<file path="config.mk">
export PLATFORM = sky130hd
export DESIGN_NAME = alu_mul_sequencer_flat
export DESIGN_NICKNAME = d
export VERILOG_FILES = /design/src/rtl/alu_defs_pkg.sv /design/src/rtl/alu_mul_sequencer_if.sv /design/src/rtl/alu_port_mux.sv /design/src/rtl/alu_mul_sequencer.sv /design/src/flat_wrapper.sv
export SDC_FILE = /design/constraint.sdc
export NUM_CORES = 1
export LEC_CHECK = 0
export CORE_MARGIN = 2
export CORE_UTILIZATION = 43
export DETAILED_ROUTE_END_ITERATION = 7
export GPL_TIMING_DRIVEN = 0
export MAX_ROUTING_LAYER = met4
export PLACE_DENSITY = 0.84
export SLEW_MARGIN = 0
export SYNTH_ARGS = -nofsm -noshare
export SYNTH_HDL_FRONTEND = slang
export SYNTH_SLANG_ARGS = --single-unit
</file>
<file path="constraint.sdc">
create_clock -name clk -period 1.51 [get_ports clk]
set_input_delay 0.3775 -clock clk [delete_from_list [all_inputs] [get_ports clk]]
set_output_delay 0.3775 -clock clk [all_outputs]
set_load 0.03 [all_outputs]
</file>
<file path="src/rtl/alu_defs_pkg.sv">
// Shared ALU definitions.
//   ALU_WIDTH          data width of the single-cycle ALU
//   ALU_FWD..ALU_OR    ALU SELECT opcodes
//   seq_state_t        state encoding of the multiply sequencer
package alu_defs_pkg;

  localparam int ALU_WIDTH = 8;

  localparam logic [2:0] ALU_FWD = 3'b000;
  localparam logic [2:0] ALU_ADD = 3'b001;
  localparam logic [2:0] ALU_AND = 3'b010;
  localparam logic [2:0] ALU_OR  = 3'b011;

  typedef enum logic [1:0] {
    IDLE = 2'd0,
    RUN  = 2'd1,
    DONE = 2'd2
  } seq_state_t;

endpackage

</file>
<file path="src/rtl/alu_mul_sequencer_if.sv">
// Bus between the CPU/ALU environment and the multiply sequencer.
//   start, opa, opb            multiply request and operands
//   cpu_data1/2, cpu_select    CPU's intended ALU inputs
//   alu_result                 combinational result of the shared ALU
//   alu_data1/2, alu_select    what actually reaches the ALU
//   product, busy, done, stall sequencer status back to the CPU
// master: CPU/ALU side. slave: the sequencer.
interface alu_mul_sequencer_if import alu_defs_pkg::*; #(
  parameter int WIDTH = ALU_WIDTH
) ();

  logic             start;
  logic [WIDTH-1:0] opa;
  logic [WIDTH-1:0] opb;
  logic [WIDTH-1:0] cpu_data1;
  logic [WIDTH-1:0] cpu_data2;
  logic [2:0]       cpu_select;
  logic [WIDTH-1:0] alu_result;
  logic [WIDTH-1:0] alu_data1;
  logic [WIDTH-1:0] alu_data2;
  logic [2:0]       alu_select;
  logic [WIDTH-1:0] product;
  logic             busy;
  logic             done;
  logic             stall;

  modport master (
    output start, opa, opb, cpu_data1, cpu_data2, cpu_select, alu_result,
    input  alu_data1, alu_data2, alu_select, product, busy, done, stall
  );

  modport slave (
    input  start, opa, opb, cpu_data1, cpu_data2, cpu_select, alu_result,
    output alu_data1, alu_data2, alu_select, product, busy, done, stall
  );

endinterface

</file>
<file path="src/rtl/alu_port_mux.sv">
// 2:1 selector for the ALU input ports.
//   sel_seq=0: CPU drives DATA1/DATA2/SELECT
//   sel_seq=1: the multiply sequencer drives them
module alu_port_mux import alu_defs_pkg::*; #(
  parameter int WIDTH = ALU_WIDTH
) (
  input  logic             sel_seq,
  input  logic [WIDTH-1:0] cpu_data1,
  input  logic [WIDTH-1:0] cpu_data2,
  input  logic [2:0]       cpu_select,
  input  logic [WIDTH-1:0] seq_data1,
  input  logic [WIDTH-1:0] seq_data2,
  input  logic [2:0]       seq_select,
  output logic [WIDTH-1:0] alu_data1,
  output logic [WIDTH-1:0] alu_data2,
  output logic [2:0]       alu_select
);

  assign alu_data1  = sel_seq ? seq_data1  : cpu_data1;
  assign alu_data2  = sel_seq ? seq_data2  : cpu_data2;
  assign alu_select = sel_seq ? seq_select : cpu_select;

endmodule

</file>
<file path="src/rtl/alu_mul_sequencer.sv">
// Iterative shift-and-add multiplier that borrows the shared single-cycle ALU.
// In IDLE/DONE the CPU owns the ALU; in RUN the sequencer issues one ADD per
// cycle (acc + (mplier[0] ? mcand : 0)) and returns the low WIDTH bits of
// opa*opb on product, pulsing done for one cycle.
//   clk    rising-edge clock
//   reset  synchronous, active-high; discards any multiply in flight
//   bus    slave side of alu_mul_sequencer_if
module alu_mul_sequencer import alu_defs_pkg::*; #(
  parameter int         WIDTH      = ALU_WIDTH,
  parameter logic [2:0] ADD_SEL    = ALU_ADD,
  parameter bit         EARLY_EXIT = 1'b0
) (
  input  logic                clk,
  input  logic                reset,
  alu_mul_sequencer_if.slave  bus
);

  localparam int CNT_W = (WIDTH > 1) ? $clog2(WIDTH) : 1;

  seq_state_t       state;
  seq_state_t       state_next;
  logic [WIDTH-1:0] acc;
  logic [WIDTH-1:0] mcand;
  logic [WIDTH-1:0] mplier;
  logic [CNT_W-1:0] cnt;
  logic [WIDTH-1:0] product_q;
  logic             last_step;
  logic             in_run;

  assign in_run = (state == RUN);

  // The ADD issued this cycle is the last one either when every multiplier
  // bit has been consumed, or (early exit) when no set bits remain above
  // the one being processed now.
  assign last_step = (cnt == CNT_W'(WIDTH - 1)) ||
                     (EARLY_EXIT && ((mplier >> 1) == '0));

  // State register.
  always_ff @(posedge clk) begin
    if (reset) begin
      state <= IDLE;
    end else begin
      state <= state_next;
    end
  end

  // Next-state logic; START is only honoured in IDLE, never queued.
  always_comb begin
    state_next = state;
    case (state)
      IDLE:    if (bus.start) state_next = RUN;
      RUN:     if (last_step) state_next = DONE;
      DONE:    state_next = IDLE;
      default: state_next = IDLE;
    endcase
  end

  // Datapath: operands latch on an accepted start, then each RUN cycle folds
  // the ALU sum back into acc and shifts to the next multiplier bit.
  always_ff @(posedge clk) begin
    if (reset) begin
      acc       <= '0;
      mcand     <= '0;
      mplier    <= '0;
      cnt       <= '0;
      product_q <= '0;
    end else begin
      case (state)
        IDLE: begin
          if (bus.start) begin
            mcand  <= bus.opa;
            mplier <= bus.opb;
            acc    <= '0;
            cnt    <= '0;
          end
        end
        RUN: begin
          acc    <= bus.alu_result;
          mcand  <= mcand << 1;
          mplier <= mplier >> 1;
          cnt    <= cnt + 1'b1;
          if (last_step) begin
            product_q <= bus.alu_result;
          end
        end
        default: begin
        end
      endcase
    end
  end

  // Only RUN takes the ALU away from the CPU.
  alu_port_mux #(.WIDTH(WIDTH)) u_mux (
    .sel_seq    (in_run),
    .cpu_data1  (bus.cpu_data1),
    .cpu_data2  (bus.cpu_data2),
    .cpu_select (bus.cpu_select),
    .seq_data1  (acc),
    .seq_data2  (mplier[0] ? mcand : '0),
    .seq_select (ADD_SEL),
    .alu_data1  (bus.alu_data1),
    .alu_data2  (bus.alu_data2),
    .alu_select (bus.alu_select)
  );

  assign bus.busy    = in_run;
  assign bus.stall   = in_run;
  assign bus.done    = (state == DONE);
  assign bus.product = product_q;

endmodule

</file>
<file path="src/flat_wrapper.sv">
// flat-port wrapper written by rule: the top's interface ports become plain ports
module alu_mul_sequencer_flat import alu_defs_pkg::*;
#(
  parameter int         WIDTH      = ALU_WIDTH,
  parameter logic [2:0] ADD_SEL    = ALU_ADD,
  parameter bit         EARLY_EXIT = 1'b0
)
  (clk, reset, bus_start, bus_opa, bus_opb, bus_cpu_data1, bus_cpu_data2, bus_cpu_select, bus_alu_result, bus_alu_data1, bus_alu_data2, bus_alu_select, bus_product, bus_busy, bus_done, bus_stall);
  alu_mul_sequencer_if #(.WIDTH(WIDTH)) bus_i ();
  input  logic clk;
  input  logic reset;
  input wire logic [$bits(bus_i.start)-1:0] bus_start;
  input wire logic [$bits(bus_i.opa)-1:0] bus_opa;
  input wire logic [$bits(bus_i.opb)-1:0] bus_opb;
  input wire logic [$bits(bus_i.cpu_data1)-1:0] bus_cpu_data1;
  input wire logic [$bits(bus_i.cpu_data2)-1:0] bus_cpu_data2;
  input wire logic [$bits(bus_i.cpu_select)-1:0] bus_cpu_select;
  input wire logic [$bits(bus_i.alu_result)-1:0] bus_alu_result;
  output wire logic [$bits(bus_i.alu_data1)-1:0] bus_alu_data1;
  output wire logic [$bits(bus_i.alu_data2)-1:0] bus_alu_data2;
  output wire logic [$bits(bus_i.alu_select)-1:0] bus_alu_select;
  output wire logic [$bits(bus_i.product)-1:0] bus_product;
  output wire logic [$bits(bus_i.busy)-1:0] bus_busy;
  output wire logic [$bits(bus_i.done)-1:0] bus_done;
  output wire logic [$bits(bus_i.stall)-1:0] bus_stall;
  assign bus_i.start = bus_start;
  assign bus_i.opa = bus_opa;
  assign bus_i.opb = bus_opb;
  assign bus_i.cpu_data1 = bus_cpu_data1;
  assign bus_i.cpu_data2 = bus_cpu_data2;
  assign bus_i.cpu_select = bus_cpu_select;
  assign bus_i.alu_result = bus_alu_result;
  assign bus_alu_data1 = bus_i.alu_data1;
  assign bus_alu_data2 = bus_i.alu_data2;
  assign bus_alu_select = bus_i.alu_select;
  assign bus_product = bus_i.product;
  assign bus_busy = bus_i.busy;
  assign bus_done = bus_i.done;
  assign bus_stall = bus_i.stall;
  alu_mul_sequencer #(.WIDTH(WIDTH), .ADD_SEL(ADD_SEL), .EARLY_EXIT(EARLY_EXIT)) u_core (.clk(clk), .reset(reset), .bus(bus_i));
endmodule
</file>
==> flow_results.xml, run 1 <==
<?xml version="1.0" encoding="UTF-8"?>
<metrics>
  <group name="route">
    <metric name="drt_pass1_iterations" unit="">4</metric>
    <metric name="remaining_drc_errors" unit="">0</metric>
    <metric name="detailedRoute.firstIterationViolations" unit="">174</metric>
    <metric name="vias_per_cell" unit="">5.53</metric>
    <metric name="routed-via-count" unit="">2018</metric>
    <metric name="antenna_violating_nets_post_route" unit="">0</metric>
    <metric name="detail_route.wirelength" unit="mm">6.35</metric>
    <metric name="post_drt_wl_per_cell" unit="um">17.4</metric>
  </group>
  <group name="cells_and_area">
    <metric name="design.final.nets" unit="">362</metric>
    <metric name="number_of_inserted_diodes" unit="">0</metric>
    <metric name="area_growth_syn_to_layout" unit="%">72.9</metric>
    <metric name="drive_above_1_share" unit="%">37.8</metric>
    <metric name="nFillCells" unit="">245</metric>
    <metric name="fin_util" unit="%">78.4</metric>
  </group>
  <group name="outcome">
    <metric name="status" unit="">complete, but fails checks</metric>
    <metric name="violated_checks" unit="">setup timing</metric>
  </group>
  <group name="clock_network">
    <metric name="clock_sink_count" unit="">37</metric>
    <metric name="clock_tree.buffer_depth" unit="">2</metric>
    <metric name="cts_hold_buf" unit="">0</metric>
    <metric name="clk_root_buffer_cell" unit="">sky130_fd_sc_hd__clkbuf_8</metric>
    <metric name="clock_pin_slew_on_the_worst_setup_and_hold_paths" unit="ns">0.07</metric>
    <metric name="tritoncts.num_buffers" unit="">5</metric>
    <metric name="tritoncts" unit="">done</metric>
    <metric name="cts_max_level" unit="">2</metric>
    <metric name="clock_latency" unit="ns">0.30</metric>
  </group>
  <group name="global_route">
    <metric name="first_global_vias" unit="">1895</metric>
    <metric name="antenna_violations_before_repair" unit="">0</metric>
    <metric name="largest_net_degree_at_the_start_of_global_routing" unit="">13</metric>
    <metric name="grt_usage" unit="%">25.1</metric>
    <metric name="grt.overflow.total" unit="">0</metric>
    <metric name="wire_length_of_the_first_global_routing_pass" unit="mm">9.41</metric>
  </group>
  <group name="worst_hold_path">
    <metric name="hold-path-cell-count" unit="">2</metric>
    <metric name="min_to" unit="">u_core.bus.product[5]</metric>
    <metric name="min-delay-start" unit="">u_core.bus.product[5]</metric>
    <metric name="min-delay-path-class" unit="">flip-flop to flip-flop</metric>
  </group>
  <group name="die">
    <metric name="initial_utilization" unit="%">45.3</metric>
    <metric name="rows" unit="">23</metric>
    <metric name="dieHeight" unit="um">69.4</metric>
    <metric name="die_area" unit="mm^2">0.00482</metric>
    <metric name="ios" unit="">76</metric>
    <metric name="die_width" unit="um">69.4</metric>
    <metric name="floorplan.core_area" unit="mm^2">0.00406</metric>
  </group>
  <group name="logic_synthesis">
    <metric name="avgSynthCellArea" unit="um^2">8.28</metric>
    <metric name="post_synth_mux_area_share" unit="%">4.35</metric>
    <metric name="post_synthesis_cell_count" unit="">222</metric>
    <metric name="synth_compound_area_share" unit="%">18.0</metric>
    <metric name="yosys.area_share.xor_xnor" unit="%">0</metric>
    <metric name="synth_area" unit="mm^2">0.00184</metric>
    <metric name="yosys_reg_bits" unit="">37</metric>
    <metric name="synth_warn" unit="">0</metric>
    <metric name="synthAdderAreaFrac" unit="%">1.36</metric>
    <metric name="synth_sequential_area_ratio" unit="%">40.3</metric>
    <metric name="synth_fp_nets" unit="">270</metric>
    <metric name="synth.lib_cells_used.distinct" unit="">30</metric>
    <metric name="post_synth_and_or_nand_nor_area_fraction" unit="%">28.6</metric>
    <metric name="main_combinational_cell_family_by_area_after_synthesis" unit="">simple AND/OR/NAND/NOR gates</metric>
  </group>
  <group name="sta">
    <metric name="final_critical_path_time_including_i_o_delays_and_setup" unit="ns">1.75</metric>
    <metric name="timing.clock.skew" unit="ns">0.00491</metric>
    <metric name="hold_viol" unit="">0</metric>
    <metric name="finalSetupViolCount" unit="">22</metric>
    <metric name="max_slew_margin" unit="%">65.5</metric>
    <metric name="maximum_operating_frequency" unit="MHz">572</metric>
    <metric name="layout_worst_path_cycle_share" unit="%">116</metric>
    <metric name="setup_ws_final" unit="ns">-0.240</metric>
    <metric name="rsz_0062_raised_after_global_routing" unit="">yes</metric>
    <metric name="slew_limit_fails" unit="">0</metric>
    <metric name="timing_worst_slew_pin_value" unit="ns">0.515</metric>
  </group>
  <group name="setup_path">
    <metric name="critPathMaxFanout" unit="">4</metric>
    <metric name="worst_r2r_endpoint" unit="">u_core.acc[6]</metric>
    <metric name="timing_worst_setup_path_type" unit="">flip-flop to output port</metric>
    <metric name="r2r-start" unit="">u_core.state[1]</metric>
    <metric name="timing.critical_path.required" unit="ns">1.13</metric>
    <metric name="worst_setup_path_start_kind" unit="">flip-flop</metric>
    <metric name="worst-r2r-setup-slack" unit="ns">0.04</metric>
    <metric name="critical_path.endpoint_type" unit="">output port</metric>
    <metric name="timing.critical_path.arrival" unit="ns">1.37</metric>
    <metric name="timing.reg2reg.worst_path_depth" unit="">6</metric>
  </group>
  <group name="placed_design">
    <metric name="pre_cts_slack" unit="ns">-0.594</metric>
    <metric name="quantity_of_i_o_buffers_inserted_on_ports" unit="">75</metric>
    <metric name="routability_congestion_estimate_from_global_placement" unit="">0.796</metric>
    <metric name="dp.final_hpwl" unit="mm">3.46</metric>
  </group>
  <group name="power_and_ir_drop">
    <metric name="cellPowerDensity" unit="mW/mm^2">794</metric>
    <metric name="worst_ir_drop_vdd" unit="mV">0.579</metric>
    <metric name="static-leakage-power" unit="nW">1.37</metric>
  </group>
  <group name="flow_run">
    <metric name="max_cap_violations" unit="">0</metric>
  </group>
</metrics>
## worst max-delay path, stage by stage, from the launching register on
cell and delay (ns):
sky130_fd_sc_hd__dfxtp_4 0.35, sky130_fd_sc_hd__nand2b_4 0.18, sky130_fd_sc_hd__buf_6 0.16, sky130_fd_sc_hd__buf_12 0.13, sky130_fd_sc_hd__and2_4 0.13, sky130_fd_sc_hd__buf_6 0.13
## synthesized netlist by cell type, drive strengths merged
cell type | n | area [um^2]
a211oi | 8 | 75.1
a21oi | 8 | 40.0
a222oi | 7 | 70.1
a22oi | 12 | 105
and2 | 2 | 12.5
and3b | 1 | 8.76
buf | 15 | 115
clkbuf | 3 | 11.3
dfxtp | 37 | 741
ha | 2 | 25.0
inv | 2 | 10.0
mux2i | 8 | 80.1
nand2 | 56 | 210
nand2b | 9 | 63.8
nand3 | 8 | 40.0
nand3b | 1 | 11.3
nor2 | 30 | 113
nor2b | 8 | 50.1
nor3 | 1 | 5.00
nor3b | 1 | 12.5
o21ai | 1 | 16.3
o21ba | 1 | 16.3
o21bai | 1 | 7.51
## registers in the layout, summed over array words and instances, names as in the netlist
signal	flops
u_core.state	2
u_core.mplier	8
u_core.cnt	3
u_core.acc	8
u_core.bus.product	8
u_core.mcand	8
## through the flow
step	setup TNS, ns	power, mW	cells	hold WS (ns)	instance area, um^2
final	-4.19	2.52	365	0.454	3180
after global routing	-5.35	2.63	365	0.493	3180
after CTS	-3.84	2.41	363	0.455	2950
after detailed placement	-19.97	1.68	347	0.450	2660
after global placement	-19.66	1.67	347	0.442	2660
after floorplan	0	1.42	222	0.460	1840
## cell type report
| class | instances | area [um^2] | share of cell area, % |
|---|---|---|---|
| multi-input cells | 165 | 1200 | 37.8 |
| repair buffers | 88 | 923 | 29.0 |
| flip-flops and latches | 37 | 747 | 23.5 |
| plain buffers | 15 | 149 | 4.68 |
| clock buffers | 6 | 72.6 | 2.28 |
| well taps | 50 | 62.6 | 1.97 |
| inverters | 2 | 15.0 | 0.472 |
| clock inverters | 2 | 10.0 | 0.315 |
## repair_timing
action / CTS / global route
hold endpoints to repair: 0 / 0
pin swaps: 22 / 23
cloned: 2 / 2
resized for setup: 202 / 54
endpoints found under the setup margin: 40 / 33
buffers inserted: 8 / 3
## how the worst max path moves through the flow
stage	from	to	slack, ns	cells after the start
6_report	u_core.state[1]	bus_alu_select[2]	-0.24	5
5_1_grt	u_core.state[1]	bus_alu_data1[5]	-0.27	6
4_1_cts	u_core.state[0]	bus_alu_data2[0]	-0.21	7
3_5_place_dp	u_core.state[1]	bus_alu_data2[6]	-0.59	6
3_3_place_gp	u_core.state[1]	bus_alu_data2[6]	-0.59	6
2_1_floorplan	u_core.state[1]	bus_alu_data1[5]	0.05	5
## layout by cell type, fill, tap and decap left out, types with 5 or more instances in the layout
master                            count
sky130_fd_sc_hd__clkdlybuf4s50_1     45
sky130_fd_sc_hd__dfxtp_1             34
sky130_fd_sc_hd__nor2_1              30
sky130_fd_sc_hd__buf_6               28
sky130_fd_sc_hd__nand2_2             22
sky130_fd_sc_hd__nand2_1             19
sky130_fd_sc_hd__nand2_4             15
sky130_fd_sc_hd__buf_4               10
sky130_fd_sc_hd__nand2b_1             8
sky130_fd_sc_hd__nor2b_1              8
sky130_fd_sc_hd__a22oi_1              8
sky130_fd_sc_hd__a21oi_1              8
sky130_fd_sc_hd__mux2i_1              8
sky130_fd_sc_hd__dlygate4sd2_1        8
sky130_fd_sc_hd__a222oi_1             7
sky130_fd_sc_hd__nand3_2              5
sky130_fd_sc_hd__a211oi_1             5
sky130_fd_sc_hd__clkbuf_8             5
## cells by family (layout without fill, tap and decap cells)
family                     after synthesis  count (layout)
and+or+nand+nor                        117             117
AOI/OAI and AO/OA                       38              38
DFF                                     37              37
adders and majority gates                2               2
muxes                                    8               8
buffers and inverters                   20             113
## routing by layer
metal	routed length (um)	track usage [%]	share of wire, %	vias up
met2	3170	40.0	50	95
met1	2510	29.9	40	964
met4	280	13.1	4.4	0
met5	0	-	0	-
met3	392	4.94	6.2	20
li1	-	-	-	939
## power by group
group	switching, mW	total [mW]	internal [mW]
clock network	0.353	0.673	0.320
logic	0.364	0.761	0.397
registers	0.0593	1.09	1.03
total	0.777	2.52	1.75
Note: power is estimated with default switching activity, not from simulation.
==> run 2: changes to the inputs <==
--- a/config.mk
+++ b/config.mk
@@ -5,12 +5,13 @@
 export SDC_FILE = /design/constraint.sdc
 export NUM_CORES = 1
 export LEC_CHECK = 0
-export CORE_MARGIN = 2
+export CORE_MARGIN = 1.5
 export CORE_UTILIZATION = 43
 export DETAILED_ROUTE_END_ITERATION = 7
 export GPL_TIMING_DRIVEN = 0
 export MAX_ROUTING_LAYER = met4
 export PLACE_DENSITY = 0.84
+export SKIP_CTS_REPAIR_TIMING = 1
 export SLEW_MARGIN = 0
 export SYNTH_ARGS = -nofsm -noshare
 export SYNTH_HDL_FRONTEND = slang
==> flow_results.xml, run 2 (synthesized netlist as in run 1, its figures left out) <==
<?xml version="1.0" encoding="UTF-8"?>
<metrics>
  <group name="cells_and_area">
    <metric name="layout_common_cells" unit="">sky130_fd_sc_hd__clkdlybuf4s50_1 (45), sky130_fd_sc_hd__dfxtp_1 (35), sky130_fd_sc_hd__nor2_1 (30)</metric>
    <metric name="drive_above_1_share" unit="%">32.8</metric>
    <metric name="design.final.nets" unit="">364</metric>
    <metric name="area_growth_syn_to_layout" unit="%">69.6</metric>
    <metric name="most_frequent_standard_cell_in_the_layout_excluding_fill_and_tap_cells" unit="">sky130_fd_sc_hd__clkdlybuf4s50_1</metric>
    <metric name="number_of_inserted_diodes" unit="">0</metric>
    <metric name="nFillCells" unit="">270</metric>
  </group>
  <group name="setup_path">
    <metric name="critPathMaxFanout" unit="">5</metric>
    <metric name="crit_top_cell" unit="">sky130_fd_sc_hd__buf_6</metric>
    <metric name="critical_path.slowest_cell" unit="">sky130_fd_sc_hd__dfxtp_2</metric>
    <metric name="max_stage_delay" unit="ns">0.34</metric>
    <metric name="timing.critical_path.required" unit="ns">1.13</metric>
    <metric name="worst_setup_path_start_kind" unit="">flip-flop</metric>
    <metric name="worst-r2r-setup-slack" unit="ns">0.01</metric>
    <metric name="timing_worst_setup_path_type" unit="">flip-flop to output port</metric>
    <metric name="worstPathCellList" unit="">buf_6 &gt; nand2b_4 &gt; buf_8 &gt; buf_12 &gt; and2_4 &gt; buf_6</metric>
    <metric name="timing.critical_path.arrival" unit="ns">1.41</metric>
    <metric name="critical_path.endpoint_type" unit="">output port</metric>
  </group>
  <group name="route">
    <metric name="antenna_violating_nets_post_route" unit="">0</metric>
    <metric name="routed-via-count" unit="">2007</metric>
    <metric name="detail_route.wirelength" unit="mm">6.07</metric>
    <metric name="drt_pass1_iterations" unit="">6</metric>
    <metric name="vias_per_cell" unit="">5.47</metric>
    <metric name="post_drt_wl_per_cell" unit="um">16.6</metric>
    <metric name="remaining_drc_errors" unit="">0</metric>
    <metric name="detailedRoute.firstIterationViolations" unit="">301</metric>
  </group>
  <group name="die">
    <metric name="ios" unit="">76</metric>
    <metric name="die_area" unit="mm^2">0.00468</metric>
    <metric name="die_width" unit="um">68.4</metric>
    <metric name="initial_utilization" unit="%">45.3</metric>
    <metric name="rows" unit="">23</metric>
    <metric name="floorplan.core_area" unit="mm^2">0.00406</metric>
    <metric name="dieHeight" unit="um">68.4</metric>
  </group>
  <group name="sta">
    <metric name="final_critical_path_time_including_i_o_delays_and_setup" unit="ns">1.79</metric>
    <metric name="slew_limit_fails" unit="">0</metric>
    <metric name="max_slew_margin" unit="%">63.6</metric>
    <metric name="timing.clock.skew" unit="ns">0.00585</metric>
    <metric name="layout_worst_path_cycle_share" unit="%">118</metric>
    <metric name="setup_ws_final" unit="ns">-0.277</metric>
    <metric name="holdWs" unit="ns">0.457</metric>
    <metric name="finalSetupViolCount" unit="">23</metric>
    <metric name="maximum_operating_frequency" unit="MHz">560</metric>
    <metric name="timing_worst_slew_pin_value" unit="ns">0.544</metric>
    <metric name="rsz_0062_raised_after_global_routing" unit="">yes</metric>
    <metric name="hold_viol" unit="">0</metric>
  </group>
  <group name="power_and_ir_drop">
    <metric name="cellPowerDensity" unit="mW/mm^2">794</metric>
    <metric name="static-leakage-power" unit="nW">1.46</metric>
    <metric name="p_total" unit="mW">2.48</metric>
    <metric name="worst_ir_drop_vdd" unit="mV">0.545</metric>
  </group>
  <group name="worst_hold_path">
    <metric name="min-delay-path-class" unit="">flip-flop to flip-flop</metric>
  </group>
  <group name="outcome">
    <metric name="violated_checks" unit="">setup timing</metric>
    <metric name="status" unit="">complete, but fails checks</metric>
  </group>
  <group name="flow_run">
    <metric name="max_cap_violations" unit="">0</metric>
  </group>
  <group name="placed_design">
    <metric name="quantity_of_i_o_buffers_inserted_on_ports" unit="">75</metric>
    <metric name="dp.final_hpwl" unit="mm">3.41</metric>
    <metric name="routability_congestion_estimate_from_global_placement" unit="">0.778</metric>
  </group>
  <group name="global_route">
    <metric name="antenna_violations_before_repair" unit="">0</metric>
    <metric name="first_global_vias" unit="">1686</metric>
    <metric name="largest_net_degree_at_the_start_of_global_routing" unit="">12</metric>
    <metric name="wire_length_of_the_first_global_routing_pass" unit="mm">7.44</metric>
    <metric name="grt.overflow.total" unit="">0</metric>
    <metric name="grt_usage" unit="%">21.7</metric>
  </group>
  <group name="clock_network">
    <metric name="clock_sink_count" unit="">37</metric>
    <metric name="tritoncts" unit="">done</metric>
    <metric name="tritoncts.num_buffers" unit="">5</metric>
    <metric name="clock_latency" unit="ns">0.29</metric>
    <metric name="clk_root_buffer_cell" unit="">sky130_fd_sc_hd__clkbuf_8</metric>
    <metric name="cts_max_level" unit="">2</metric>
    <metric name="clock_pin_slew_on_the_worst_setup_and_hold_paths" unit="ns">0.07</metric>
    <metric name="clock_tree.buffer_depth" unit="">2</metric>
  </group>
</metrics>
## run 2: changes by cell type in the layout (fill, tap and decap cells not counted), moves of 3 or more
cell | before | now
sky130_fd_sc_hd__buf_6 | 28 | 25
sky130_fd_sc_hd__dlygate4sd2_1 | 8 | 0
sky130_fd_sc_hd__dlymetal6s2s_1 | 0 | 8
sky130_fd_sc_hd__nand2_1 | 19 | 26
sky130_fd_sc_hd__nand2_4 | 15 | 8
sky130_fd_sc_hd__nand3_1 | 1 | 7
sky130_fd_sc_hd__nand3_2 | 5 | 1
## run 2: layer usage
| layer | GRT usage, % | wire (um) | vias to the layer above |
|---|---|---|---|
| met5 | - | 0 | - |
| met2 | 34.7 | 3040 | 98 |
| met3 | 4.11 | 398 | 19 |
| li1 | - | - | 944 |
| met1 | 26.6 | 2450 | 946 |
| met4 | 9.25 | 188 | 0 |
## run 2: metrics by stage
stage	setup TNS [ns]	utilization [%]	cells	instance area [um^2]	setup WS, ns
floorplan	0	-	222	1840	0.0455
global placement	-19.51	65.5	347	2660	-0.591
detailed placement	-19.85	65.5	347	2660	-0.601
CTS	-19.80	67.5	355	2740	-0.920
global route	-6.59	76.9	367	3120	-0.326
finish	-5.25	76.9	367	3120	-0.277
## run 2: final cells by class
class | count | area [um^2] | area share, %
Clock buffer | 8 | 80.1 | 2.57
Tap cell | 50 | 62.6 | 2.01
Sequential cell | 37 | 746 | 23.9
Timing Repair Buffer | 88 | 955 | 30.6
Buffer | 17 | 161 | 5.17
Multi-Input combinational cell | 165 | 1090 | 35.1
Inverter | 2 | 20.0 | 0.642
## run 2: critical path: cells and delay by family (launching register included)
kind / cells / cell delay [ns]
AND/OR/NAND/NOR: 2 / 0.26
buffers and inverters: 4 / 0.54
flip-flops: 1 / 0.34
## run 2: final timing paths
path / startpoint / end / cells past startpoint
min: u_core.bus.product[2] / u_core.bus.product[2] / 2
min reg2reg: u_core.bus.product[2] / u_core.bus.product[2] / 2
max: u_core.state[0] / bus_alu_select[1] / 6
max reg2reg: u_core.cnt[0] / u_core.bus.product[7] / 6
## run 2: report_power, final
group	internal, mW	switching (mW)
registers	1.03	0.0464
clock network	0.328	0.340
logic	0.384	0.348
total	1.74	0.734
